**config.mk**
```make
export PLATFORM = sky130hd
export DESIGN_NAME = fetch_unit
export DESIGN_NICKNAME = d
export VERILOG_FILES = /design/src/rtl/fetch_pkg.sv /design/src/rtl/next_pc_sel.sv /design/src/rtl/fetch_unit.sv
export SDC_FILE = /design/constraint.sdc
export NUM_CORES = 1
export LEC_CHECK = 0
export ABC_AREA = 0
export CAP_MARGIN = 40
export CORE_MARGIN = 8
export CORE_UTILIZATION = 45
export DETAILED_ROUTE_END_ITERATION = 8
export GPL_TIMING_DRIVEN = 0
export PLACE_DENSITY = 0.83
export SYNTH_ARGS = -nofsm -noshare
export SYNTH_HDL_FRONTEND = slang
export SYNTH_SLANG_ARGS = --single-unit
export TNS_END_PERCENT = 100
```
**constraint.sdc**
```tcl
create_clock -name clk -period 4.9 [get_ports clk]
set_input_delay 0.98 -clock clk [delete_from_list [all_inputs] [get_ports clk]]
set_output_delay 0.98 -clock clk [all_outputs]
set_load 0.05 [all_outputs]
```
**src/rtl/fetch_pkg.sv**
```systemverilog
// ---------------------------------------------------------------------------
// fetch_pkg
// Definitions shared by the fetch stage and by decode:
//   - sequencing state encoding (RUN / HALT / FAULT)
//   - HALT_WORD, the SYSCALL encoding that stops fetch
//   - MIPS-style opcode/funct constants that decode uses for control-flow instrs
//   - is_word_aligned() helper, used for register-jump target checks
// ---------------------------------------------------------------------------
package fetch_pkg;

  // Sequencing states. HALT and FAULT are sticky and left only through reset.
  localparam logic [1:0] ST_RUN   = 2'd0;
  localparam logic [1:0] ST_HALT  = 2'd1;
  localparam logic [1:0] ST_FAULT = 2'd2;

  // SYSCALL encoding: opcode 0, funct 0x0C.
  localparam logic [31:0] HALT_WORD = 32'h0000_000C;

  // Opcodes of the control-flow instructions decode turns into fetch redirects.
  localparam logic [5:0] OP_RTYPE = 6'h00;
  localparam logic [5:0] OP_J     = 6'h02;
  localparam logic [5:0] OP_JAL   = 6'h03;
  localparam logic [5:0] OP_BEQ   = 6'h04;
  localparam logic [5:0] OP_BNE   = 6'h05;

  // R-type funct codes.
  localparam logic [5:0] FN_JR      = 6'h08;
  localparam logic [5:0] FN_JALR    = 6'h09;
  localparam logic [5:0] FN_SYSCALL = 6'h0C;

  function automatic logic is_word_aligned(input logic [1:0] byte_lsbs);
    return (byte_lsbs == 2'b00);
  endfunction

endpackage

```
**src/rtl/next_pc_sel.sv**
```systemverilog
// ---------------------------------------------------------------------------
// next_pc_sel
// Purely combinational next-PC selection for the fetch stage.
// Ports:
//   pc_plus4      in  S   sequential successor of the current PC
//   branch_taken  in  1   PC-relative branch requested
//   branch_offset in  16  signed word offset (imm16)
//   jump          in  1   pseudo-direct jump requested
//   jump_target   in  26  instruction index (instr[25:0])
//   jump_reg      in  1   register jump requested
//   jr_addr       in  S   register jump byte address
//   next_pc       out S   selected target: jump_reg > jump > branch > pc_plus4
//   jr_misalign   out 1   register jump requested to a non-word-aligned address
// ---------------------------------------------------------------------------
module next_pc_sel #(
  parameter int S = 32
) (
  input  logic [S-1:0] pc_plus4,
  input  logic         branch_taken,
  input  logic [15:0]  branch_offset,
  input  logic         jump,
  input  logic [25:0]  jump_target,
  input  logic         jump_reg,
  input  logic [S-1:0] jr_addr,
  output logic [S-1:0] next_pc,
  output logic         jr_misalign
);
  import fetch_pkg::*;

  logic [S-1:0] branch_pc;
  logic [S-1:0] jump_pc;

  // Word offset sign-extended and scaled to bytes; the add wraps mod 2^S.
  assign branch_pc = pc_plus4 + {{(S-18){branch_offset[15]}}, branch_offset, 2'b00};

  // Pseudo-direct: keep the 256 MB region of the delay-slot address.
  assign jump_pc = {pc_plus4[S-1:28], jump_target, 2'b00};

  always_comb begin
    // NOTE: every output gets a default first so no path leaves it unassigned
    // (an unassigned path in always_comb infers a latch).
    next_pc = pc_plus4;
    if (jump_reg) begin
      next_pc = jr_addr;
    end else if (jump) begin
      next_pc = jump_pc;
    end else if (branch_taken) begin
      next_pc = branch_pc;
    end
  end

  assign jr_misalign = jump_reg && !is_word_aligned(jr_addr[1:0]);

endmodule

```
**src/rtl/fetch_unit.sv**
```systemverilog
// ---------------------------------------------------------------------------
// fetch_unit
// Instruction-fetch stage: owns the PC, drives the word address into the
// asynchronous instruction memory and returns its data word, with RUN / HALT /
// FAULT sequencing plus run-cycle and retired-instruction counters.
// Ports:
//   clk, reset            clock; asynchronous active-high reset
//   stall                 hold the PC this cycle (downstream not ready)
//   branch_taken/_offset  PC-relative branch request and signed word offset
//   jump/jump_target      pseudo-direct jump request and instruction index
//   jump_reg/jr_addr      register jump request and byte address
//   imem_a / imem_d       word address out / same-cycle instruction word in
//   pc, pc_plus4          current PC and its link value
//   instr, instr_valid    fetched instruction (0 when not valid) and its valid
//   halted, fault         state is HALT / FAULT
//   cycle_cnt             cycles spent in RUN
//   retired_cnt           instructions accepted (valid and not stalled)
// ---------------------------------------------------------------------------
module fetch_unit #(
  parameter int          S         = 32,
  parameter int          L         = 256,
  parameter logic [S-1:0] RESET_PC = '0,
  parameter logic [S-1:0] HALT_WORD = fetch_pkg::HALT_WORD,
  localparam int         ADDR_W    = $clog2(L)
) (
  input  logic              clk,
  input  logic              reset,
  input  logic              stall,
  input  logic              branch_taken,
  input  logic [15:0]       branch_offset,
  input  logic              jump,
  input  logic [25:0]       jump_target,
  input  logic              jump_reg,
  input  logic [S-1:0]      jr_addr,
  output logic [ADDR_W-1:0] imem_a,
  input  logic [S-1:0]      imem_d,
  output logic [S-1:0]      pc,
  output logic [S-1:0]      pc_plus4,
  output logic [S-1:0]      instr,
  output logic              instr_valid,
  output logic              halted,
  output logic              fault,
  output logic [31:0]       cycle_cnt,
  output logic [31:0]       retired_cnt
);
  import fetch_pkg::*;

  logic [S-1:0] pc_q, pc_d;
  logic [1:0]   state_q, state_d;
  logic [31:0]  cycle_cnt_q, cycle_cnt_d;
  logic [31:0]  retired_cnt_q, retired_cnt_d;

  logic         running;
  logic         in_range;
  logic [S-1:0] next_pc;
  logic         jr_misalign;

  next_pc_sel #(.S(S)) u_next_pc_sel (
    .pc_plus4      (pc_plus4),
    .branch_taken  (branch_taken),
    .branch_offset (branch_offset),
    .jump          (jump),
    .jump_target   (jump_target),
    .jump_reg      (jump_reg),
    .jr_addr       (jr_addr),
    .next_pc       (next_pc),
    .jr_misalign   (jr_misalign)
  );

  assign running  = (state_q == ST_RUN);
  // Anything at or above 4*L bytes lies outside the instruction memory.
  assign in_range = (pc_q[S-1:ADDR_W+2] == '0);

  assign pc          = pc_q;
  assign pc_plus4    = pc_q + S'(4);
  assign imem_a      = pc_q[ADDR_W+1:2];
  assign instr_valid = running && in_range;
  assign instr       = instr_valid ? imem_d : '0;
  assign halted      = (state_q == ST_HALT);
  assign fault       = (state_q == ST_FAULT);
  assign cycle_cnt   = cycle_cnt_q;
  assign retired_cnt = retired_cnt_q;

  always_comb begin
    pc_d          = pc_q;
    state_d       = state_q;
    cycle_cnt_d   = cycle_cnt_q;
    retired_cnt_d = retired_cnt_q;

    if (running) begin
      cycle_cnt_d = cycle_cnt_q + 32'd1;
      if (!in_range) begin
        // A PC that walked off the end of memory faults and stays put.
        state_d = ST_FAULT;
      end else if (!stall) begin
        retired_cnt_d = retired_cnt_q + 32'd1;
        if (imem_d == HALT_WORD) begin
          // PC keeps pointing at the halting instruction.
          state_d = ST_HALT;
        end else if (jr_misalign) begin
          state_d = ST_FAULT;
        end else begin
          pc_d = next_pc;
        end
      end
    end
  end

  // NOTE: sequential state uses non-blocking assignments so every flop samples
  // its _d value from before the edge, independent of statement order.
  always_ff @(posedge clk or posedge reset) begin
    if (reset) begin
      pc_q          <= RESET_PC;
      state_q       <= ST_RUN;
      cycle_cnt_q   <= '0;
      retired_cnt_q <= '0;
    end else begin
      pc_q          <= pc_d;
      state_q       <= state_d;
      cycle_cnt_q   <= cycle_cnt_d;
      retired_cnt_q <= retired_cnt_d;
    end
  end

endmodule

```
==> run_results.csv <==
group,metric,value,unit
yosys,yosys-top-cells-area,"dfrtp_1 (35%), xnor2_1 (10%), ha_1 (6.7%), nand2_1 (4.1%), nor2_1 (4.1%)",
yosys,avgSynthCellArea,8.64,um2
global_route,grt_max_degree,69,
power,power_frac_comb,32.5,%
finish,fillers,1287,
power,p_sw_share,36.8,%
yosys,synthArstFlopShare,100,%
global_route,grt_pass1_wl,41.2,mm
worst_setup_path,cp-end-kind,"output pin",
sta,drv_slew,0,
cts,cts_tree,"yes",
drt,routed_via_density,5.61,
sta,tightest_slew,0.924,ns
drt,ant_nets,0,
finish,final_area,10500,um2
power,power-per-cell-area,226,nW/um2
finish,area_growth,48.4,%
global_route,antenna_found_initial,0,
sta,fin_worst_skew,0.0120,ns
yosys,synth_cells,822,
drt,drc,0,
worst_setup_path,worst-endpoint-required,3.92,ns
yosys,synthTopCellsByCount,"dfrtp_1 (98), xnor2_1 (83), nand2_1 (77), nor2_1 (77), a21oi_1 (55)",
power,p_leak,0.00442,uW
finish,final_cell_count_no_fill,1337,
drt,first_pass_iters,5,
power,power.share.clock,31.0,%
placement,portBuffers,281,
yosys,synth_area,7100,um2
cts,path_clk_slew,0.08,ns
cts,clock_latency,0.35,ns
worst_setup_path,cp.arrival,3.64,ns
floorplan,die_x,142,um
yosys,yosysMostFrequentCell,"dfrtp_1",
finish,drive_gt1_share,3.84,%
yosys,yosys.area.top_type_share,34.5,%
worst_setup_path,path_max_fanout,6,
floorplan,start_util,45.4,%
yosys,synth-seq-cells,98,
global_route,grt_use_total,26.1,%
floorplan,die_h,142,um
sta,fmax,216,MHz
worst_setup_path,worst_setup_path_start_kind,"register",
placement,placedCellCount,1320,
power,p_total,2380,uW
sta,whs,0.474,ns
yosys,synth_enable_flop_cells,0,
power,power.internal,1510,uW
power,seq_power_share,36.5,%
floorplan,num_rows,46,
cts,clock_path_buffers,2,
sta,period_minus_slack,4.62,ns
drt,wirelength,27.0,mm
sta,fin_crit_sh,94.4,%
cts,cts_sinks,98,
cts,cts_buffers,9,
yosys,synthesis.nets,973,
run,maxCapViolCount,0,
finish,final_nets,1266,
cts,root_buffer,"clkbuf_16",
global_route,grt_pass1_vias,7566,
power,vdd.ir_drop.worst,0.190,mV
drt,vias,7507,
yosys,synth_ff_type,"dfrtp_1",
placement,placedInstanceArea,10200,um2
power,p_sw,876,uW
floorplan,core_area,15700,um2
placement,dp.final_hpwl,21.5,mm
placement,gp_congestion,0.982,
sta,finalSetupViolations,0,
sta,slew_headroom,38.2,%
worst_setup_path,criticalPathCategory,"register to output pin",
sta,timing_hold_violations_final,0,
cts,h-tree-depth,3,
drt,wl_per_cell,20.2,um
global_route,overflow,0,
yosys,yosys_warnings,0,
yosys,synth.distinct_cells,61,
drt,drt-initial-drc-count,636,
yosys,ys_seq_area_share,34.5,%
yosys,synth_area_leader_cell,"dfrtp_1",
hold_path,hold_class,"register to register",
sta,rsz0062_at_grt,"false",
floorplan,ios,283,
floorplan,dieArea,20100,um2
status,outcome,"complete, no violations",
-- sequential cells by signal (all words and copies together), names as in the netlist --
signal / cells
cycle_cnt: 32
pc: 32
retired_cnt: 32
state_q: 2
-- what timing repair did --
item,CTS,global route
hold buffers,0,0
gates resized for setup,0,3
endpoints found under the hold margin,0,0
buffers inserted,0,0
endpoints found under the setup margin,0,3
-- cells in the final DEF (no fill, tap or decap), types with 4 or more instances in the layout --
master	count
a21oi_1	55
o21bai_1	12
nor2_1	77
nor4_1	14
inv_1	18
xnor2_1	83
nand4_1	34
a211oi_1	7
nor2b_1	7
a2111oi_0	4
clkbuf_1	22
and3_1	17
clkbuf_16	9
a21o_1	14
ha_1	38
dfrtp_1	98
nand3_1	30
buf_4	11
nand2_1	77
o21a_1	4
clkdlybuf4s50_1	279
o21ai_0	39
o211ai_1	7
nor3_1	9
a221o_1	4
xor2_1	31
and2_1	37
a31oi_1	15
-- area by class of cell --
type | instances | area [um2] | area share [%]
Multi-Input combinational cell | 668 | 4400 | 41.8
Timing Repair Buffer | 282 | 2850 | 27.0
Sequential cell | 98 | 2450 | 23.3
Tap cell | 216 | 270 | 2.56
Clock buffer | 9 | 225 | 2.14
Buffer | 37 | 183 | 1.73
Clock inverter | 7 | 83.8 | 0.796
Inverter | 19 | 73.8 | 0.701
Antenna cell | 1 | 2.50 | 0.0237
-- logic make-up (layout without fill, tap and decap cells) --
logic type	Yosys count	after routing	synth area share, %
AO/OA/AOI/OAI	190	190	17.3
XOR/XNOR	114	114	14.1
adder cells (fa/ha/maj)	39	39	6.98
buffers and inverters	56	354	3.58
flip-flops	98	98	34.5
multiplexers	5	5	0.758
other	0	1	0
AND/OR/NAND/NOR	320	320	22.8
-- per-stage QoR --
stage / setup TNS (ns) / setup WS, ns / util, %
3_3_place_gp: -19.39 / -0.204 / 65.1
6_report: 0 / 0.275 / 67.3
5_1_grt: 0 / 0.0344 / 67.3
3_5_place_dp: 0 / 0.313 / 65.2
2_1_floorplan: 0 / 0.0509 / -
4_1_cts: 0 / 0.0375 / 67.2
-- worst paths after layout --
check / startpoint / end / slack (ns) / cells past startpoint
setup / recovery: pc[3] / pc_plus4[28] / 0.28 / 7
hold / removal: retired_cnt[31] / retired_cnt[31] / 0.47 / 1
setup reg to reg: pc[7] / pc[28] / 0.42 / 14
hold reg to reg: retired_cnt[31] / retired_cnt[31] / 0.47 / 1
max in group asynchronous: reset / cycle_cnt[13] / 3.23 / 3
min in group asynchronous: reset / pc[6] / 1.00 / 2
-- critical path: stages (launching register included) --
cell             delay, ns
dfrtp_1               0.46
ha_1                  0.25
nand4_1               0.25
nor4_2                0.57
and3_1                0.36
nand3_1               0.12
xnor2_1               0.38
clkdlybuf4s50_1       0.89
-- metal layers --
layer | GRT usage, % | vias to the layer above | wire (um)
met3 | 6.69 | 69 | 2770
met2 | 41.9 | 410 | 12300
li1 | - | 3528 | -
met1 | 32.6 | 3500 | 10900
met5 | 0 | - | 0
met4 | 11.0 | 0 | 991
-- power groups by stage --
| stage | registers, uW | clock network (uW) | logic (uW) |
|---|---|---|---|
| finish | 871 | 738 | 774 |
| global route | 874 | 780 | 821 |
| CTS | 869 | 746 | 768 |
| detailed placement | 885 | 0 | 765 |
| global placement | 885 | 0 | 757 |
| floorplan | 949 | 0 | 400 |
No activity file was read; power rests on OpenSTA's default activity.
==> edit, RTL diff (same flow settings) <==
Set the parameter `L` to 128 (it was 256).
--- a/src/rtl/fetch_unit.sv
+++ b/src/rtl/fetch_unit.sv
@@ -20,3 +20,3 @@
   parameter int          S         = 32,
-  parameter int          L         = 256,
+  parameter int          L         = 128,
   parameter logic [S-1:0] RESET_PC = '0,
Ports: changed (resized imem_a); port bits go from 283 to 282. The function was not compared with the original's and may differ.
==> edit against the unedited design <==
Area after synthesis grew 3.3%; fmax is essentially flat; synthesized cell count grew 0.97%; sequential cell count did not move; final cell count is 0.52% higher; cell area increased by 2.2%; setup slack lost 0.0024 ns; wire length decreased by 0.15%; highest routed layer unchanged.
Power is not compared: it rests on default switching activity, and its combinational part moved more than twofold at a synthesized area within 25%.
==> edit: results (changes against the unedited design) <==
metric	value	unit	change
initial DRC count	534		-16%
vias in the first global route	7563		-0.040%
post-CTS setup buffer count	0		unchanged
Non-CTS buffers	317		-0.63%
Synth Net Count	981		+0.82%
CP Max Fanout	8		+2
FF+latch count	98		unchanged
hold path endpoint	retired_cnt[21]		
synth top area cells	dfrtp_1, xnor2_1, ha_1		
largest net degree at the start of global routing	57		-17%
final-stage net count	1273		+0.55%
HP Class	reg -> reg		
Post-Place Setup Slack	0.418	ns	+0.106 ns
end-of-flow core utilization	67.8	%	+0.48 points
root buffer cell	clkbuf_16		
H-tree depth	3		unchanged
gpl congestion	0.957		-2.6%
clk_skew	0.0105	ns	-0.00156 ns
outcome	completed		
R2R Setup Slk	0.27	ns	-0.15 ns
Slowest-stage cell, CP	or3_1		
clock network area share	2.82	%	-0.11 points
Area after DPL	10500	µm²	+2.3%
invs w/o clock	20		+1
# clk buffers	9		unchanged
relative slew slack	47.2	%	+9.0 points
Post-Synthesis Cells	830		+0.97%
Final non-clock buffer share	28.1	%	-0.59 points
Seq/Total Area, Yosys	33.4	%	-1.1 points
Post-DP HPWL	21700	µm	+0.97%
Synth cell types	73		+20%
sequential fraction of total cell area	22.8	%	-0.50 points
DR vias/cell	5.68		+1.1%
Fillers	1298		+0.85%
Reg-to-Reg Start	pc[2]		
data arrival time of the critical path	4.87	ns	+1.23 ns
multi-input gates	676		+1.2%
drt pass-1 iters	6		+1
Post-synth top cells	dfrtp_1, nand2_1, xnor2_1		
Fin. Hold Viols	0		unchanged
wire length per cell	20.1	µm	-0.67%
CP Capture Point	pc[28]		
FMAX	216	MHz	about the same
post_cts resized	0		unchanged
first-pass GRT wire length	41100	µm	-0.18%
Worst Min Path Start	retired_cnt[21]		
CP max stage delay	0.55	ns	-0.34 ns
share of cells above drive strength 1	5.24	%	+1.4 points
Hold WS	0.492	ns	+0.0171 ns
WL final	27000	µm	-0.15%
Leakage	4.80	nW	
port bufs	279		-0.71%
multi-input logic area	4630	µm²	+5.2%
total global-route track usage	25.6	%	-0.51 points
Ys Warns	0		unchanged
-- edit: changes by cell type after synthesis, sizes merged, moves of 7 or more --
cell / unedited run / this run
nor2: 77 / 53
xnor2: 83 / 68
a21o: 14 / 27
and3: 17 / 27
nand3: 30 / 40
o21bai: 12 / 3
nand2: 77 / 69
o31ai: 1 / 9
a31oi: 15 / 8
nand4: 34 / 27
-- edit: metal layers --
metal	vias up	GRT usage [%]	part of all wire, %
met4	0	9.52	3.0
met3	55	6.47	8.4
met5	-	0	0
li1	3600	-	-
met2	338	42.0	48
met1	3635	31.7	41
-- edit: through the flow --
step                      power (W)  TNS [ns]
after floorplan            0.000930         0
after global placement      0.00106    -19.13
after detailed placement    0.00107         0
after CTS                   0.00179         0
after global routing        0.00183         0
final                       0.00178         0
-- edit: cells by family after synthesis --
group,after synthesis,synth area share [%]
and+or+nand+nor,329,24.9
DFF,98,33.4
xor gates and xnor gates,102,12.3
AOI/OAI and AO/OA,196,17.6
muxes,10,1.42
buffers and inverters,56,3.62
adders and majority gates,39,6.75
